--- config.mk ---
export PLATFORM = sky130hd
export DESIGN_NAME = temp_window_avg
export DESIGN_NICKNAME = d
export VERILOG_FILES = /design/src/rtl/temp_window_avg.sv
export SDC_FILE = /design/constraint.sdc
export NUM_CORES = 1
export LEC_CHECK = 0
export ABC_CLOCK_PERIOD_IN_PS = 9600
export BUFFER_PORTS_ARGS = -buffer_cell sky130_fd_sc_hd__clkbuf_2
export CAP_MARGIN = 10
export CORE_MARGIN = 2
export CORE_UTILIZATION = 50
export CTS_CLUSTER_DIAMETER = 150
export DETAILED_ROUTE_END_ITERATION = 7
export MAX_ROUTING_LAYER = met4
export PLACE_DENSITY = 0.69
export SYNTH_ARGS = -nofsm -noshare
export SYNTH_HDL_FRONTEND = slang
export SYNTH_SLANG_ARGS = --single-unit
--- constraint.sdc ---
create_clock -name clk -period 9.6 [get_ports clk]
set_input_delay 0.48 -clock clk [delete_from_list [all_inputs] [get_ports clk]]
set_output_delay 0.48 -clock clk [all_outputs]
set_load 0.1 [all_outputs]
--- src/rtl/temp_window_avg.sv ---
// temp_window_avg: per-channel sliding-block average of sign-magnitude
// temperature samples taken every TICKS_PER_SAMPLE cycles over 2^LOG2_WINDOW
// samples, with valid/ack handshake, overrun flag and threshold alarm.
module temp_window_avg #(
    parameter int unsigned CHANNELS         = 4,
    parameter int unsigned DATA_W           = 9,
    parameter int unsigned TICKS_PER_SAMPLE = 50000000,
    parameter int unsigned LOG2_WINDOW      = 6
) (
    input  logic                         clk,
    input  logic                         rst,
    input  logic                         en,
    input  logic                         oneshot,
    input  logic [CHANNELS*DATA_W-1:0]   temp,
    input  logic [DATA_W-1:0]            thresh,
    input  logic                         avg_ack,
    output logic [CHANNELS*DATA_W-1:0]   avg,
    output logic                         avg_valid,
    output logic                         overrun,
    output logic [CHANNELS-1:0]          alarm,
    output logic [LOG2_WINDOW-1:0]       sample_idx,
    output logic                         busy
);

    localparam int unsigned ACC_W  = DATA_W + LOG2_WINDOW;
    localparam int unsigned TICK_W = (TICKS_PER_SAMPLE > 1) ? $clog2(TICKS_PER_SAMPLE) : 1;
    localparam logic [TICK_W-1:0] TICK_LAST = TICK_W'(TICKS_PER_SAMPLE - 1);

    typedef enum logic [1:0] {
        ST_IDLE  = 2'd0,
        ST_ACCUM = 2'd1,
        ST_HOLD  = 2'd2
    } state_t;

    state_t                      r_state;
    logic [TICK_W-1:0]           r_tick;
    logic [LOG2_WINDOW-1:0]      r_idx;
    logic signed [ACC_W-1:0]     r_acc [CHANNELS];
    logic [CHANNELS*DATA_W-1:0]  r_avg;
    logic                        r_avg_valid;
    logic                        r_overrun;
    logic [CHANNELS-1:0]         r_alarm;
    logic                        r_busy;

    logic [ACC_W-1:0]            w_mag     [CHANNELS];
    logic signed [ACC_W-1:0]     w_samp    [CHANNELS];
    logic signed [ACC_W-1:0]     w_sum     [CHANNELS];
    logic [CHANNELS*DATA_W-1:0]  w_new_avg;
    logic [CHANNELS-1:0]         w_new_alarm;
    logic                        w_strobe;
    logic                        w_last;

    // Sample conversion, running sums and the would-be average/alarm at completion
    always_comb begin
        w_strobe    = (r_tick == TICK_LAST);
        w_last      = &r_idx;
        w_new_avg   = '0;
        w_new_alarm = '0;
        for (int c = 0; c < int'(CHANNELS); c++) begin
            w_mag[c]  = {{(LOG2_WINDOW + 1){1'b0}}, temp[c*DATA_W +: (DATA_W - 1)]};
            // negative zero maps to 0 because 0 - 0 = 0
            w_samp[c] = temp[c*DATA_W + DATA_W - 1] ? (ACC_W'(0) - w_mag[c]) : w_mag[c];
            w_sum[c]  = r_acc[c] + w_samp[c];
            // dropping the low LOG2_WINDOW bits is a flooring arithmetic shift
            w_new_avg[c*DATA_W +: DATA_W] = w_sum[c][ACC_W-1:LOG2_WINDOW];
            w_new_alarm[c] = $signed(w_sum[c][ACC_W-1:LOG2_WINDOW]) >= $signed(thresh);
        end
    end

    // Control FSM, sample accumulation and result registers
    always_ff @(posedge clk) begin
        if (rst) begin
            r_state     <= ST_IDLE;
            r_tick      <= '0;
            r_idx       <= '0;
            r_avg       <= '0;
            r_avg_valid <= 1'b0;
            r_overrun   <= 1'b0;
            r_alarm     <= '0;
            r_busy      <= 1'b0;
            for (int c = 0; c < int'(CHANNELS); c++) r_acc[c] <= '0;
        end else begin
            // consumer ack; a coincident completion below takes precedence
            if (avg_ack) begin
                r_avg_valid <= 1'b0;
                r_overrun   <= 1'b0;
            end
            unique case (r_state)
                ST_IDLE: begin
                    if (en) begin
                        r_state <= ST_ACCUM;
                        r_busy  <= 1'b1;
                        r_tick  <= '0;
                        r_idx   <= '0;
                        for (int c = 0; c < int'(CHANNELS); c++) r_acc[c] <= '0;
                    end
                end
                ST_ACCUM: begin
                    if (!en) begin
                        // abandon the partial window, keep the last result
                        r_state <= ST_IDLE;
                        r_busy  <= 1'b0;
                        r_tick  <= '0;
                        r_idx   <= '0;
                        for (int c = 0; c < int'(CHANNELS); c++) r_acc[c] <= '0;
                    end else begin
                        r_tick <= w_strobe ? '0 : r_tick + TICK_W'(1);
                        if (w_strobe) begin
                            if (w_last) begin
                                r_avg       <= w_new_avg;
                                r_alarm     <= w_new_alarm;
                                r_avg_valid <= 1'b1;
                                r_overrun   <= avg_ack ? r_overrun : (r_overrun | r_avg_valid);
                                r_idx       <= '0;
                                for (int c = 0; c < int'(CHANNELS); c++) r_acc[c] <= '0;
                                if (oneshot) begin
                                    r_state <= ST_HOLD;
                                    r_busy  <= 1'b0;
                                end
                            end else begin
                                r_idx <= r_idx + LOG2_WINDOW'(1);
                                for (int c = 0; c < int'(CHANNELS); c++) r_acc[c] <= w_sum[c];
                            end
                        end
                    end
                end
                ST_HOLD: begin
                    if (!en) r_state <= ST_IDLE;
                end
                default: begin
                    r_state <= ST_IDLE;
                    r_busy  <= 1'b0;
                end
            endcase
        end
    end

    assign avg        = r_avg;
    assign avg_valid  = r_avg_valid;
    assign overrun    = r_overrun;
    assign alarm      = r_alarm;
    assign sample_idx = r_idx;
    assign busy       = r_busy;

endmodule

* Word level (Yosys, flattened, before mapping)
Memories as Yosys holds them, arrays and structs flattened.
Cells that the tools add are included.
** Storage, ports and cells
- Bits in registers :: 77
- Bits in latches :: 0
- Memory bits (writable) :: 60
- ROM bits :: 0
- Input bits :: 50
- Output and inout bits :: 49
- Logic and storage cells :: 133
- Memories kept :: 1
** Operators by class
- Add/sub/neg operators :: 10
- $mul :: 0
- Div/mod/pow operators :: 0
- Order comparisons :: 4
- Equality and inequality tests :: 9
- Shifts and indexed selects :: 0
- Muxes and demuxes :: 75
- Bitwise logic cells :: 18
- Reductions and logical operators :: 8
** Memories
- r_acc :: depth 4, width 15, read ports 4, clocked after memory_dff 0, write ports 4, RTL line 38 : logic signed [ACC_W-1:0] r_acc [CHANNELS];
** Operators by type and width (count)
- $mux W15 :: 20
- $mux W26 :: 3
- $add A15 B15 Y15 :: 4
- $pmux W26 S2 :: 1
- $mux W1 :: 38
- $ge A9 B9 Y1 :: 4
- $sub A1 B8 Y9 const A :: 4
- $add A26 B1 Y26 const B :: 1
- $eq A26 B26 Y1 const B :: 1
- $mux W6 :: 4
- $or A1 B1 Y1 :: 17
- $mux W2 :: 6
- $pmux W6 S2 :: 1
- $reduce_and A5 Y1 :: 2
- $ne A3 B3 Y1 const B :: 3
- $reduce_and A9 Y1 :: 1
- $add A6 B1 Y6 const B :: 1
- $pmux W2 S3 :: 1
- $reduce_and A6 Y1 :: 1
- $ne A5 B5 Y1 const B :: 1
- $ne A2 B2 Y1 const B :: 2
- $pmux W1 S3 :: 1
- $reduce_and A3 Y1 :: 1
- $eq A2 B1 Y1 const B :: 1
- 5 further kinds :: 5

* Longest topological paths before layout
Gate-level depths: netlist of run 1.
- Depth in word-level cells :: 9
- Gate-level depth with buffers :: 17
- Gate-level depth less buffers :: 17

* Least setup slack after synthesis of run 1
Ideal clock, no wire load.
- Kind :: input to register
- Start :: input port temp[33]
- End :: register r_alarm[3] (netlist: alarm[3])
- Setup time :: 101 ps
- Data arrival time :: 3787 ps
- Required time :: 9499 ps
- Setup slack :: 5712 ps
- Cell stages on the path :: 14
- Path buffers :: 0
- Path through :: or4_1 -> o31ai_1 -> inv_1 -> ha_1 -> and3_1 -> a221o_1 -> a21oi_1 -> nor2b_1 -> nor4_1 -> inv_1 -> ha_1 -> o211ai_1 -> a21oi_1 -> o41ai_1
** On the way
- Word-level cells in the longest chain between the ends :: 4
** RTL lines
- from (decl) :: RTL line 14 : input logic [CHANNELS*DATA_W-1:0] temp,
- $sub A1 B8 Y9 :: RTL line 62 : w_samp[c] = temp[c*DATA_W + DATA_W - 1] ? (ACC_W'(0) - w_mag[c]) : w_mag[c];
- $mux W15 * :: RTL line 62
- $add A15 B15 Y15 * :: RTL line 63 : w_sum[c] = r_acc[c] + w_samp[c];
- named net w_new_avg[35] :: RTL line 48 : logic [CHANNELS*DATA_W-1:0] w_new_avg;
- $ge A9 B9 Y1 * :: RTL line 66 : w_new_alarm[c] = $signed(w_sum[c][ACC_W-1:LOG2_WINDOW]) >= $signed(thresh);
- to (signal assigned) :: RTL line 111 : r_alarm <= w_new_alarm;
- to (decl) :: RTL line 42 : logic [CHANNELS-1:0] r_alarm;
The timed path passes the listed nets; every way through them passes the cells marked *.
A chain may end at the register's enable or synchronous reset.

* Worst setup path after layout of run 1
- Start :: input port temp[31]
- End :: register r_alarm[3] (netlist: alarm[3])
The elaborated chain is that of the path after synthesis.

==> results of run 1 <==
cells by family after synthesis:
| logic type | count (synthesis) |
|---|---|
| compound gates | 291 |
| buf+inv | 88 |
| simple gates | 433 |
| xor+xnor | 81 |
| flops | 137 |
| fa+ha+maj | 104 |
| mux | 3 |
area by class of cell:
type,count,area [um^2],share of cell area (%)
Tap cell,265,332,2.98
Clock buffer,19,464,4.18
Multi-Input combinational cell,912,6270,56.4
Sequential cell,137,3190,28.7
Clock inverter,13,154,1.38
Timing Repair Buffer,101,513,4.61
Inverter,51,191,1.72
through the flow:
stage	instances	worst slack, ps	hold WS (ps)	utilization (%)
finish	1498	5520	349	57.5
global route	1498	5230	375	57.5
CTS	1498	5600	340	57.5
floorplan	1137	5710	436	-
global placement	1466	5320	438	54.3
detailed placement	1466	5170	445	54.3
registers in the layout, summed over array words and instances, names as in the netlist:
name	count
alarm	4
avg	36
avg_valid	1
busy	1
overrun	1
r_acc	60
r_state	2
r_tick	26
sample_idx	6
critical path, stage by stage:
cell,delay (ps)
clkbuf_2,110
or4_1,520
o31ai_1,360
inv_1,220
ha_1,420
and3_1,290
a221o_1,380
a21oi_1,150
nor2b_1,60
nor4_1,500
inv_1,130
ha_1,330
o211ai_1,110
a21oi_1,60
o41ai_1,290
per-layer routing:
| layer | vias to the layer above | track usage (%) | part of all wire, % |
|---|---|---|---|
| li1 | 4354 | - | - |
| met1 | 4032 | 31.1 | 46 |
| met2 | 189 | 39.8 | 48 |
| met3 | 30 | 4.07 | 4.5 |
| met4 | 0 | 7.02 | 1.7 |
| met5 | - | - | 0 |
cells in the mapped netlist, drive strengths merged (4+ instances only):
| cell | n |
|---|---|
| and4 | 6 |
| ha | 100 |
| a21oi | 76 |
| nor3 | 30 |
| a21o | 26 |
| o31ai | 7 |
| o21a | 11 |
| a22oi | 4 |
| xor2 | 32 |
| or2 | 4 |
| o211ai | 13 |
| nand3 | 49 |
| or4b | 4 |
| nand2b | 18 |
| a221oi | 4 |
| o21ai | 59 |
| or3b | 4 |
| a31oi | 4 |
| nor3b | 4 |
| inv | 51 |
| xnor2 | 49 |
| edfxtp | 45 |
| or4 | 6 |
| fa | 4 |
| or3 | 11 |
| o41ai | 10 |
| dfxtp | 92 |
| nor2b | 12 |
| o311ai | 4 |
| a41oi | 4 |
| and3 | 23 |
| buf | 14 |
| nor4 | 5 |
| nand4 | 14 |
| nor2 | 99 |
| and2 | 28 |
| o21bai | 5 |
| a311oi | 6 |
| nand2 | 107 |
| clkbuf | 23 |
| a211oi | 19 |
placed cells by master (no fill, tap or decap), types with 48 or more instances in the layout:
cell / n
inv_1: 50
a21oi_1: 76
nand3_1: 48
dfxtp_1: 92
nand2_1: 106
xnor2_1: 49
ha_1: 100
clkbuf_2: 98
nor2_1: 99
o21ai_0: 58
worst max-delay path by stage:
stage,slack [ps],cells after the start,startpoint,endpoint
global placement,5320,15,temp[31],alarm[3]
global route,5230,15,temp[31],alarm[3]
finish,5520,15,temp[31],alarm[3]
floorplan,5710,14,temp[33],alarm[3]
CTS,5600,15,temp[31],alarm[3]
detailed placement,5170,15,temp[31],alarm[3]
power by group through the flow:
stage	logic (mW)	registers [mW]	clock network, mW
finish	0.320	0.614	0.689
global route	0.360	0.615	0.722
CTS	0.318	0.614	0.696
detailed placement	0.314	0.626	0
global placement	0.308	0.626	0
floorplan	0.234	0.630	0
==> reports/metrics.cfg, run 1 <==
[clocking]
htreeDepth=4
holdBufCountCts=0
cts_resized=0
cts-root-buf=clkbuf_16
cts_tree=done
postCtsSetupBuffers=0
cts_inserted_buffers=17
clock_sinks=137
clk_latency_ps=440
path_clk_slew_ps=60
clockBufferDepth=2

[logic_synthesis]
synth_area_leader_cell=dfxtp_1
synth-xor-area-share_pct=7.23
synth_edf_count=45
ys_warn_count=0
ys_seq_elements=137
syn_nets=1291
netlist.area_leader.share_pct=18.8
syn_area_per_cell_um2=8.63
synthSimpleGateAreaFrac_pct=22.8
ys_async_sr_fraction_pct=0
synth_mux_area_share_pct=0.319
synthFlopType=dfxtp_1
ys_seq_area_share_pct=32.5
syn-cell-area_um2=9810
syn_inst=1137
yosys-top-cells-area=dfxtp_1, edfxtp_1, ha_1, xnor2_1, nand2_1
synth_top_family_by_area=simple AND/OR/NAND/NOR gates
synthAdderAreaFrac_pct=13.6
synth_compound_area_share_pct=19.9
ys_types=83

[power_and_ir_drop]
switching_power_mw=0.478
total_power_mw=1.62
sequentialPowerShare_pct=37.8
comb_power_share_pct=19.7
power_frac_clock_pct=42.5
intPower_mw=1.14
powerDensity_nw_per_um2=146
ir_worst_vdd_uv=136
swShare_pct=29.4
power_leakage_nw=4.84

[layout]
syn_to_final_growth_pct=13.3
nNetsFinal=1374
stdcell_area_um2=11100
num_antenna_cells=0
nFillCells=1772
drive_gt1_share_pct=12.7

[worst_setup_path]
rr_endpoint=alarm[3]
cp.arrival_ps=4410
crit_type=primary input to flop
crit_fanout=8
r2r_start=r_acc[3][0]
regToRegSetupSlack_ps=6090
ff2ff_path_depth=12
required_ps=9930
crit_path_end_kind=flop
critical_path.startpoint_type=primary input

[worst_hold_path]
hp-class=primary input to flop
hold_path_depth=3
hp-start=avg_ack
hold_end=avg_valid

[sta]
final_hold_viol_count=0
fin_crit_sh_pct=42.5
slew_violations=0
final-setup-viol-count=0
tns_ps=0
worst_slew_pin_slew_ps=1160
rsz0062_at_grt=false
timing.fmax_mhz=245
fin_crit_ps=4080
fin_skew_ps=8.77
maxSlewHeadroom_pct=22.8

[job]
drv_cap=0

[route]
routedWlPerCell_um=16.1
dr.pass1.iters=5
via_count=8605
drtIter0Drc=527
vias_per_cell=5.74
final_antenna_net_count=0
routed_wl_um=24100
drc=0

[floorplan]
die_w_um=144
coreArea_um2=19300
start_util_pct=50.7
fp.dieH_um=144
die_area_um2=20800
rows=51
io_pins=99

[placement]
dpl-instance-area_um2=10500
hpwl_um=17500
io_buffer_count=98
gp_congestion=0.869

[global_routing]
antenna_found_initial=1
grt_overflow=0
grt_usage_pct=24.3
grt_pass1_wl_um=38800
grt_max_degree=53
grt_pass1_vias=7931

[status]
status=complete, no violations

Power figures use the tool's default switching activity.
==> inputs of run 2 (changes only) <==
ABC_CLOCK_PERIOD_IN_PS = 4200   (was 9600)
clock period = 4.2 ns   (was 9.6 ns; I/O delays follow)
==> reports/metrics.cfg, run 2 (synthesis results as in run 1) <==
[sta]
timing.fmax_mhz=272
rsz0062_at_grt=false
fin_crit_ps=3680
maxSlewHeadroom_pct=25.9  ; +3.0 points
fin_skew_ps=9.95  ; +1.18 ps
fin_ws_ps=521  ; -5000 ps
tns_ps=0  ; unchanged
fin_crit_sh_pct=87.6
hold_slack_ps=79.5  ; -270 ps
final-setup-viol-count=0  ; unchanged
slew_violations=0  ; unchanged
worst_slew_pin_slew_ps=1100  ; -58.8 ps
final_hold_viol_count=0  ; unchanged

[layout]
nNetsFinal=1387  ; +0.95%
syn_to_final_growth_pct=13.8
nFillCells=1787  ; +0.85%
regMostFlops=r_acc
largest_reg_flops=60  ; unchanged
final_cell_mix=nand2_1, ha_1, nor2_1, clkbuf_2, dfxtp_1
drive_gt1_share_pct=13.6  ; +0.91 points
num_antenna_cells=0  ; unchanged
final_common_cell=nand2_1

[status]
status=complete, no violations

[worst_hold_path]
hp-class=primary input to flop

[floorplan]
io_pins=99  ; unchanged
die_area_um2=20800  ; unchanged
coreArea_um2=19300  ; unchanged
start_util_pct=50.7  ; unchanged
die_w_um=144  ; unchanged
fp.dieH_um=144  ; unchanged
rows=51  ; unchanged

[worst_setup_path]
cp.arrival_ps=4010  ; -400 ps
crit_fanout=6  ; -2
slowest_delay_ps=520  ; about the same
crit_path_end_kind=flop
required_ps=4530  ; -5400 ps
crit_chain=clkbuf_2 > or4_1 > o31ai_1 > inv_1 > ha_1 > nand4_1 > nor3b_1 > o211ai_1 > a21boi_0 > nor2_1 > ha_1 > o21ai_0 > o211ai_1 > a21oi_1 > o41ai_1
critical_path.startpoint_type=primary input
slowest_stage=or4_1
crit_type=primary input to flop

[route]
route.met3.wl_um=1160  ; +6.1%
vias_per_cell=5.80  ; +1.0%
met2WireLength_um=10800  ; -5.5%
dr.pass1.iters=4  ; -1
drc=0  ; unchanged
routed_wl_um=24200  ; +0.37%
drtIter0Drc=384  ; -27%
routedWlPerCell_um=16.0  ; -0.49%
met1_length_um=11400  ; +2.2%
via_count=8767  ; +1.9%
final_antenna_net_count=0  ; unchanged
dr.max_layer_used=met4

[clocking]
clock_sinks=137  ; unchanged
cts-root-buf=clkbuf_16
htreeDepth=4  ; unchanged
clk_latency_ps=430  ; about the same
cts_tree=done
cts_inserted_buffers=17  ; unchanged
postCtsSetupBuffers=0  ; unchanged
clockBufferDepth=2  ; unchanged
holdBufCountCts=0  ; unchanged
path_clk_slew_ps=60  ; about the same
cts_resized=0  ; unchanged

[power_and_ir_drop]
ir_worst_vdd_uv=279  ; +110%
power_leakage_nw=4.87  ; +0.72%
powerDensity_nw_per_um2=323  ; +120%
total_power_mw=3.60  ; +120%

[global_routing]
grt_pass1_wl_um=39100  ; +0.66%
antenna_found_initial=0  ; -1
grt_max_degree=53  ; unchanged
grt_overflow=0  ; unchanged
grt_usage_pct=24.5  ; +0.18 points
grt_pass1_vias=7971  ; +0.50%

[placement]
hpwl_um=17900  ; +2.1%
io_buffer_count=98  ; unchanged
place_ws_ps=132  ; -5040 ps
gp_congestion=0.858  ; -1.2%

[job]
drv_cap=0  ; unchanged

## run 2: cell count changes in the layout (fill, tap and decap cells not counted), sizes merged
cell      previous run  this run
buf                  3        16
bufinv               2         0
clkinvlp             0         2
## run 2: final cells by class
cell class | count | area (um^2) | share of cell area (%)
tap | 265 | 332 | 2.97
timing repair buffer | 114 | 611 | 5.47
clock buffer | 19 | 464 | 4.16
clock inverter | 13 | 105 | 0.941
multi-input combinational | 912 | 6270 | 56.2
inverter | 51 | 191 | 1.71
sequential | 137 | 3190 | 28.6
## run 2: path summary, 6_finish.rpt
kind	startpoint	slack, ps	cells past startpoint	end
max	temp[31]	520	15	alarm[3]
max reg2reg	r_acc[1][0]	710	12	alarm[1]
min	avg_ack	80	3	avg_valid
min reg2reg	avg[22]	450	2	avg[22]
## run 2: per-stage QoR
stage	utilization (%)	cell area, um^2	std cells
2_1_floorplan	-	9810	1137
5_1_grt	57.8	11200	1511
4_1_cts	57.8	11200	1511
6_report	57.8	11200	1511
3_3_place_gp	54.8	10600	1479
3_5_place_dp	54.8	10600	1479
## run 2: power breakdown
group	internal, mW	total, mW	switching, mW	leakage [nW]
Combinational	0.298	0.746	0.448	3.35
Clock	0.819	1.45	0.633	0.277
Sequential	1.39	1.40	0.0126	1.25
Total	2.51	3.60	1.09	4.87
## run 2: layer usage
metal	up-vias	global-route usage (%)
li1	4400	-
met1	4102	31.6
met2	219	38.2
met3	46	4.17
met4	0	10.1
met5	-	-
## run 2: worst max-delay path, delay by kind of cell
family	cells	cell delay (ps)
buffers and inverters	2	330
AO/OA/AOI/OAI	7	1530
AND/OR/NAND/NOR	4	1250
adder cells (fa/ha/maj)	2	690
